`config.mk`:
```
export PLATFORM = sky130hd
export DESIGN_NAME = plot_arbiter
export DESIGN_NICKNAME = d
export VERILOG_FILES = /design/src/rtl/plot_arbiter.sv
export SDC_FILE = /design/constraint.sdc
export NUM_CORES = 1
export LEC_CHECK = 0
export CAP_MARGIN = 20
export CORE_AREA = 2 2 63 109
export DETAILED_ROUTE_END_ITERATION = 12
export DIE_AREA = 0 0 65 111
export PLACE_DENSITY = 0.64
export SYNTH_ARGS = -nofsm -noshare
export SYNTH_HDL_FRONTEND = slang
export SYNTH_SLANG_ARGS = --single-unit
```
`constraint.sdc`:
```
create_clock -name clock -period 1.96 [get_ports clock]
set_input_delay 0.392 -clock clock [delete_from_list [all_inputs] [get_ports clock]]
set_output_delay 0.392 -clock clock [all_outputs]
set_load 0.02 [all_outputs]
```
`src/rtl/plot_arbiter.sv`:
```
// Round-robin arbiter granting one of three pixel sources bursts of plots
// into a single registered VGA adapter write port.
module plot_arbiter #(
    parameter int X_W       = 8,
    parameter int Y_W       = 7,
    parameter int C_W       = 3,
    parameter int MAX_BURST = 64
) (
    input  logic             clock,
    input  logic             reset,
    input  logic             enable,
    input  logic [2:0]       req,
    input  logic [2:0]       last,
    input  logic [3*X_W-1:0] x_in,
    input  logic [3*Y_W-1:0] y_in,
    input  logic [3*C_W-1:0] c_in,
    output logic [2:0]       grant,
    output logic [2:0]       ack,
    output logic [X_W-1:0]   vga_x,
    output logic [Y_W-1:0]   vga_y,
    output logic [C_W-1:0]   vga_colour,
    output logic             vga_plot,
    output logic             busy
);

    typedef enum logic [1:0] {
        IDLE    = 2'd0,
        BURST   = 2'd1,
        RELEASE = 2'd2
    } state_t;

    localparam logic [7:0] CNT_LAST = 8'(MAX_BURST - 1);

    state_t         state_r, state_nx_s;
    logic [2:0]     grant_r, grant_nx_s;
    logic [1:0]     owner_r, owner_nx_s;
    logic [1:0]     last_owner_r, last_owner_nx_s;
    logic [7:0]     cnt_r, cnt_nx_s;
    logic [1:0]     pick_s;
    logic           ack_any_s;
    logic           owner_last_s;
    logic [X_W-1:0] x_sel_s;
    logic [Y_W-1:0] y_sel_s;
    logic [C_W-1:0] c_sel_s;

    // Search order starts just after the previous owner, so ties rotate.
    function automatic logic [1:0] rr_pick(input logic [2:0] r, input logic [1:0] lo);
        logic [1:0] p0, p1, p2;
        case (lo)
            2'd0:    begin p0 = 2'd1; p1 = 2'd2; p2 = 2'd0; end
            2'd1:    begin p0 = 2'd2; p1 = 2'd0; p2 = 2'd1; end
            default: begin p0 = 2'd0; p1 = 2'd1; p2 = 2'd2; end
        endcase
        if (r[p0]) begin
            return p0;
        end else if (r[p1]) begin
            return p1;
        end else begin
            return p2;
        end
    endfunction

    assign pick_s    = rr_pick(req, last_owner_r);
    assign ack       = ((state_r == BURST) && enable) ? (req & grant_r) : 3'b000;
    assign ack_any_s = |ack;
    assign grant     = grant_r;
    assign busy      = (state_r != IDLE);

    // Owner's end-of-burst flag and pixel fields.
    always_comb begin
        owner_last_s = 1'b0;
        x_sel_s      = '0;
        y_sel_s      = '0;
        c_sel_s      = '0;
        case (owner_r)
            2'd0: begin
                owner_last_s = last[0];
                x_sel_s = x_in[0*X_W +: X_W]; y_sel_s = y_in[0*Y_W +: Y_W]; c_sel_s = c_in[0*C_W +: C_W];
            end
            2'd1: begin
                owner_last_s = last[1];
                x_sel_s = x_in[1*X_W +: X_W]; y_sel_s = y_in[1*Y_W +: Y_W]; c_sel_s = c_in[1*C_W +: C_W];
            end
            2'd2: begin
                owner_last_s = last[2];
                x_sel_s = x_in[2*X_W +: X_W]; y_sel_s = y_in[2*Y_W +: Y_W]; c_sel_s = c_in[2*C_W +: C_W];
            end
            default: begin
                owner_last_s = 1'b0;
            end
        endcase
    end

    // Next-state logic; an enabled owner without an ack means it dropped req.
    always_comb begin
        state_nx_s      = state_r;
        grant_nx_s      = grant_r;
        owner_nx_s      = owner_r;
        last_owner_nx_s = last_owner_r;
        cnt_nx_s        = cnt_r;
        case (state_r)
            IDLE: begin
                if (enable && (req != 3'b000)) begin
                    owner_nx_s = pick_s;
                    grant_nx_s = 3'b001 << pick_s;
                    cnt_nx_s   = 8'd0;
                    state_nx_s = BURST;
                end else begin
                    grant_nx_s = 3'b000;
                end
            end
            BURST: begin
                if (enable) begin
                    if (ack_any_s) begin
                        cnt_nx_s = cnt_r + 8'd1;
                        if (owner_last_s || (cnt_r == CNT_LAST)) begin
                            state_nx_s = RELEASE;
                            grant_nx_s = 3'b000;
                        end else begin
                            state_nx_s = BURST;
                        end
                    end else begin
                        state_nx_s = RELEASE;
                        grant_nx_s = 3'b000;
                    end
                end else begin
                    state_nx_s = BURST;
                end
            end
            RELEASE: begin
                grant_nx_s      = 3'b000;
                last_owner_nx_s = owner_r;
                state_nx_s      = IDLE;
            end
            default: begin
                grant_nx_s = 3'b000;
                state_nx_s = IDLE;
            end
        endcase
    end

    // Arbitration state registers.
    always_ff @(posedge clock or posedge reset) begin
        if (reset) begin
            state_r      <= IDLE;
            grant_r      <= 3'b000;
            owner_r      <= 2'd0;
            last_owner_r <= 2'd2;
            cnt_r        <= 8'd0;
        end else begin
            state_r      <= state_nx_s;
            grant_r      <= grant_nx_s;
            owner_r      <= owner_nx_s;
            last_owner_r <= last_owner_nx_s;
            cnt_r        <= cnt_nx_s;
        end
    end

    // VGA write port: capture the accepted pixel one edge after its ack.
    always_ff @(posedge clock or posedge reset) begin
        if (reset) begin
            vga_x      <= '0;
            vga_y      <= '0;
            vga_colour <= '0;
            vga_plot   <= 1'b0;
        end else if (ack_any_s) begin
            vga_x      <= x_sel_s;
            vga_y      <= y_sel_s;
            vga_colour <= c_sel_s;
            vga_plot   <= 1'b1;
        end else begin
            vga_plot   <= 1'b0;
        end
    end

endmodule

```
==> results.sh, run 1 <==
export IMPL_status="finished, final reports clean"
export IMPL_area_growth_synth_to_final_pct=63.7
export IMPL_die_h_um=111
export IMPL_die_x_um=65
export IMPL_cts_buffer_depth=2
export IMPL_p_comb_share_pct=50.8
export IMPL_syn_num_nets=276
export IMPL_ios=89
export IMPL_postRouteAntennaNets=0
export IMPL_cp_arrival_ns=1.50
export IMPL_yosys_warnings=0
export IMPL_clkPwrFrac_pct=19.3
export IMPL_synthCells=212
export IMPL_finalMaxSlewViolations=0
export IMPL_end_kind="primary output"
export IMPL_tns_ns=0
export IMPL_grt_setup_unrepaired="false"
export IMPL_yosys_cell_types_count=33
export IMPL_grt_pass1_vias=1930
export IMPL_ys_top_cells_by_area="dfrtp_1 46%, mux2i_1 11%, a21oi_1 9.7%"
export IMPL_synth_most_common_cell="nor2_1"
export IMPL_dp_cells=386
export IMPL_startpoint_type="input port"
export IMPL_required_ns=1.57
export IMPL_sw_frac_of_total_pct=37.5
export IMPL_syn_area_um2=1900
export IMPL_drv_cap=0
export IMPL_drc=0
export IMPL_drt_wl_total_um=5310
export IMPL_cts_setup_buffers=0
export IMPL_worst_clock_skew_ns=0.00569
export IMPL_drtPass1Iterations=4
export IMPL_cpPeakStageDelay_ns=0.48
export IMPL_clkLatencyLatePin_ns=0.27
export IMPL_ir_drop_mv=0.739
export IMPL_worst_path_max_fanout=4
export IMPL_dp_hpwl_um=4250
export IMPL_clock_fmax_mhz=528
export IMPL_fp_row_count=39
export IMPL_power_density_nw_per_um2=1340
export IMPL_die_area_um2=7220
export IMPL_yosys_area_top_type="dfrtp_1"
export IMPL_worstMarginPinSlew_ns=0.422
export IMPL_drt_iter0_drc=57
export IMPL_power_switching_mw=1.56
export IMPL_ys_seq_area_share_pct=47.5
export IMPL_clk_pin_slew_ns=0.05
export IMPL_postCtsHoldBufs=0
export IMPL_final_min_clock_period_ns=1.89
export IMPL_fillers=625
export IMPL_numCtsBuffers=5
export IMPL_drive_gt1_share_pct=9.94
export IMPL_layout_nets=375
export IMPL_synth_top_area_share_pct=46.1
export IMPL_max_slew_margin_pct=71.9
export IMPL_vias=1872
export IMPL_power_total_mw=4.17
export IMPL_core_um2=6390
export IMPL_crit_type="in2out"
export IMPL_cts_root_buf="clkbuf_16"
export IMPL_grt_max_degree=28
export IMPL_start_util_pct=29.7
export IMPL_holdWs_ns=0.411
export IMPL_io_buffers=88
export IMPL_synth_edf_count=0
export IMPL_grt_pass1_wl_um=8910
export IMPL_finalHoldViolCount=0
export IMPL_clock_sinks=36
export IMPL_diodes=0
export IMPL_avgSynthCellArea_um2=8.96
export IMPL_async_flop_share_pct=100
export IMPL_grtUsageTotal_pct=15.7
export IMPL_htreeDepth=2
export IMPL_cts_tree="yes"
export IMPL_wl_per_cell_um=13.5
export IMPL_crit_chain="clkdlybuf4s50_1 -> nand3b_1 -> nor2_1 -> clkdlybuf4s15_1"
export IMPL_leakagePower_nw=1.34
export IMPL_synth_ff_type="dfrtp_1"
export IMPL_antenna_found_initial=0
export IMPL_holdCritPathClass="in2async"
export IMPL_place_congestion=0.766
export IMPL_fin_crit_sh_pct=96.7
export IMPL_synth_common_cells="46 x nor2_1, 37 x a21oi_1, 35 x dfrtp_1, 20 x mux2i_1, 14 x nand2_1"
export IMPL_power_frac_seq_pct=29.8
export IMPL_viasPerCell=4.75
export IMPL_internal_power_mw=2.61
export IMPL_ys_seq_elements=36
export IMPL_layout_cells_non_filler=394
export IMPL_cpMaxStageDelayCell="clkdlybuf4s50_1"
export IMPL_grt_remaining_overflow=0
export IMPL_setup_violations=0
-- cell usage in the layout, fill, tap and decap left out, types with 2 or more instances in the layout --
cell             Yosys  layout
nand3_1              3       3
o2bb2ai_1            2       2
nor2_1              46      46
clkbuf_2             0       2
nor2b_1              3       3
clkbuf_16            0       5
dfrtp_1             35      35
clkbuf_8             0       2
clkdlybuf4s50_1      0      85
nand2b_1             3       3
a21oi_1             37      37
a31oi_1              3       3
inv_1                5       5
mux2_2               3       3
nor4_1               3       3
mux2i_1             20      20
nand2_1             14      14
nor3_1               2       2
xnor2_1              5       5
buf_4                0      15
-- timing repair --
action                                  CTS  global route
pin swaps                                 0             0
endpoints found under the setup margin    3             3
resized for setup                         3             5
-- power by group through the flow --
stage / sequential (mW) / combinational [mW] / clock, mW
after floorplan: 1.46 / 0.990 / 0
after global placement: 1.25 / 2.13 / 0
after detailed placement: 1.26 / 2.15 / 0
after CTS: 1.25 / 2.16 / 0.828
after global routing: 1.29 / 2.31 / 0.869
final: 1.25 / 2.12 / 0.806
-- sequential cells by signal, indices dropped and copies added (netlist names) --
signal / count
cnt_r: 8
vga_x: 8
vga_y: 7
grant: 3
vga_colour: 3
last_owner_r: 2
owner_r: 2
state_r: 2
vga_plot: 1
-- metrics by stage --
stage | instance area [um^2] | util, % | setup WS (ns)
global placement | 2960 | 46.4 | -0.231
global route | 3110 | 48.7 | 0.000946
finish | 3110 | 48.7 | 0.0650
CTS | 3120 | 48.8 | 0.0297
floorplan | 1900 | - | 0.129
detailed placement | 2960 | 46.4 | -0.233
-- path summary, 6_finish.rpt --
kind / to / slack (ns) / start / depth (start not counted)
worst max-delay path: ack[2] / 0.07 / enable / 4
worst min-delay path: vga_x[5]$_DFFE_PP0P_ / 0.41 / reset / 2
worst max register to register: grant[1]$_DFFE_PP0P_ / 0.18 / cnt_r[0]$_DFFE_PP0P_ / 5
worst min register to register: last_owner_r[0]$_DFFE_PP0N_ / 0.52 / last_owner_r[0]$_DFFE_PP0N_ / 2
max in group asynchronous: last_owner_r[1]$_DFFE_PP1N_ / 0.99 / reset / 3
min in group clock: last_owner_r[0]$_DFFE_PP0N_ / 0.52 / last_owner_r[0]$_DFFE_PP0N_ / 2
-- worst max-delay path: cells and delay by family --
kind	cells	cell delay, ns
buffers and inverters	2	0.79
AND/OR/NAND/NOR	2	0.32
-- logic make-up (layout without fill, tap and decap cells) --
family / count (synthesis) / after routing / share of synthesized area (%)
AOI/OAI and AO/OA: 51 / 51 / 15.5
DFF: 36 / 36 / 47.5
and+or+nand+nor: 79 / 79 / 18.0
buffers and inverters: 17 / 117 / 3.75
xor gates and xnor gates: 5 / 5 / 2.30
adders and majority gates: 1 / 1 / 0.658
muxes: 23 / 23 / 12.3
-- metal layers --
layer | wire, um | track usage (%) | part of all wire [%]
met1 | 1990 | 16.3 | 37
met2 | 3070 | 30.0 | 58
met3 | 172 | 2.64 | 3.2
met4 | 77 | 5.96 | 1.5
met5 | 0 | 0 | 0
-- layout make-up --
type	instances	area (um^2)	share of cell area [%]
multi-input cells	159	927	29.8
inverters	5	18.8	0.603
well taps	82	103	3.30
flip-flops and latches	36	902	29.0
repair buffers	104	1000	32.3
clock buffers	8	156	5.03
Power figures use the tool's default switching activity.
==> run 2, diff against run 1 <==
--- a/config.mk
+++ b/config.mk
@@ -10,6 +10,7 @@
 export DETAILED_ROUTE_END_ITERATION = 12
 export DIE_AREA = 0 0 65 111
 export PLACE_DENSITY = 0.64
+export SLEW_MARGIN = 15
 export SYNTH_ARGS = -nofsm -noshare
 export SYNTH_HDL_FRONTEND = slang
 export SYNTH_SLANG_ARGS = --single-unit
==> results of run 2 <==
Same layout as run 1: the final DEF is identical, and so are final timing and power.
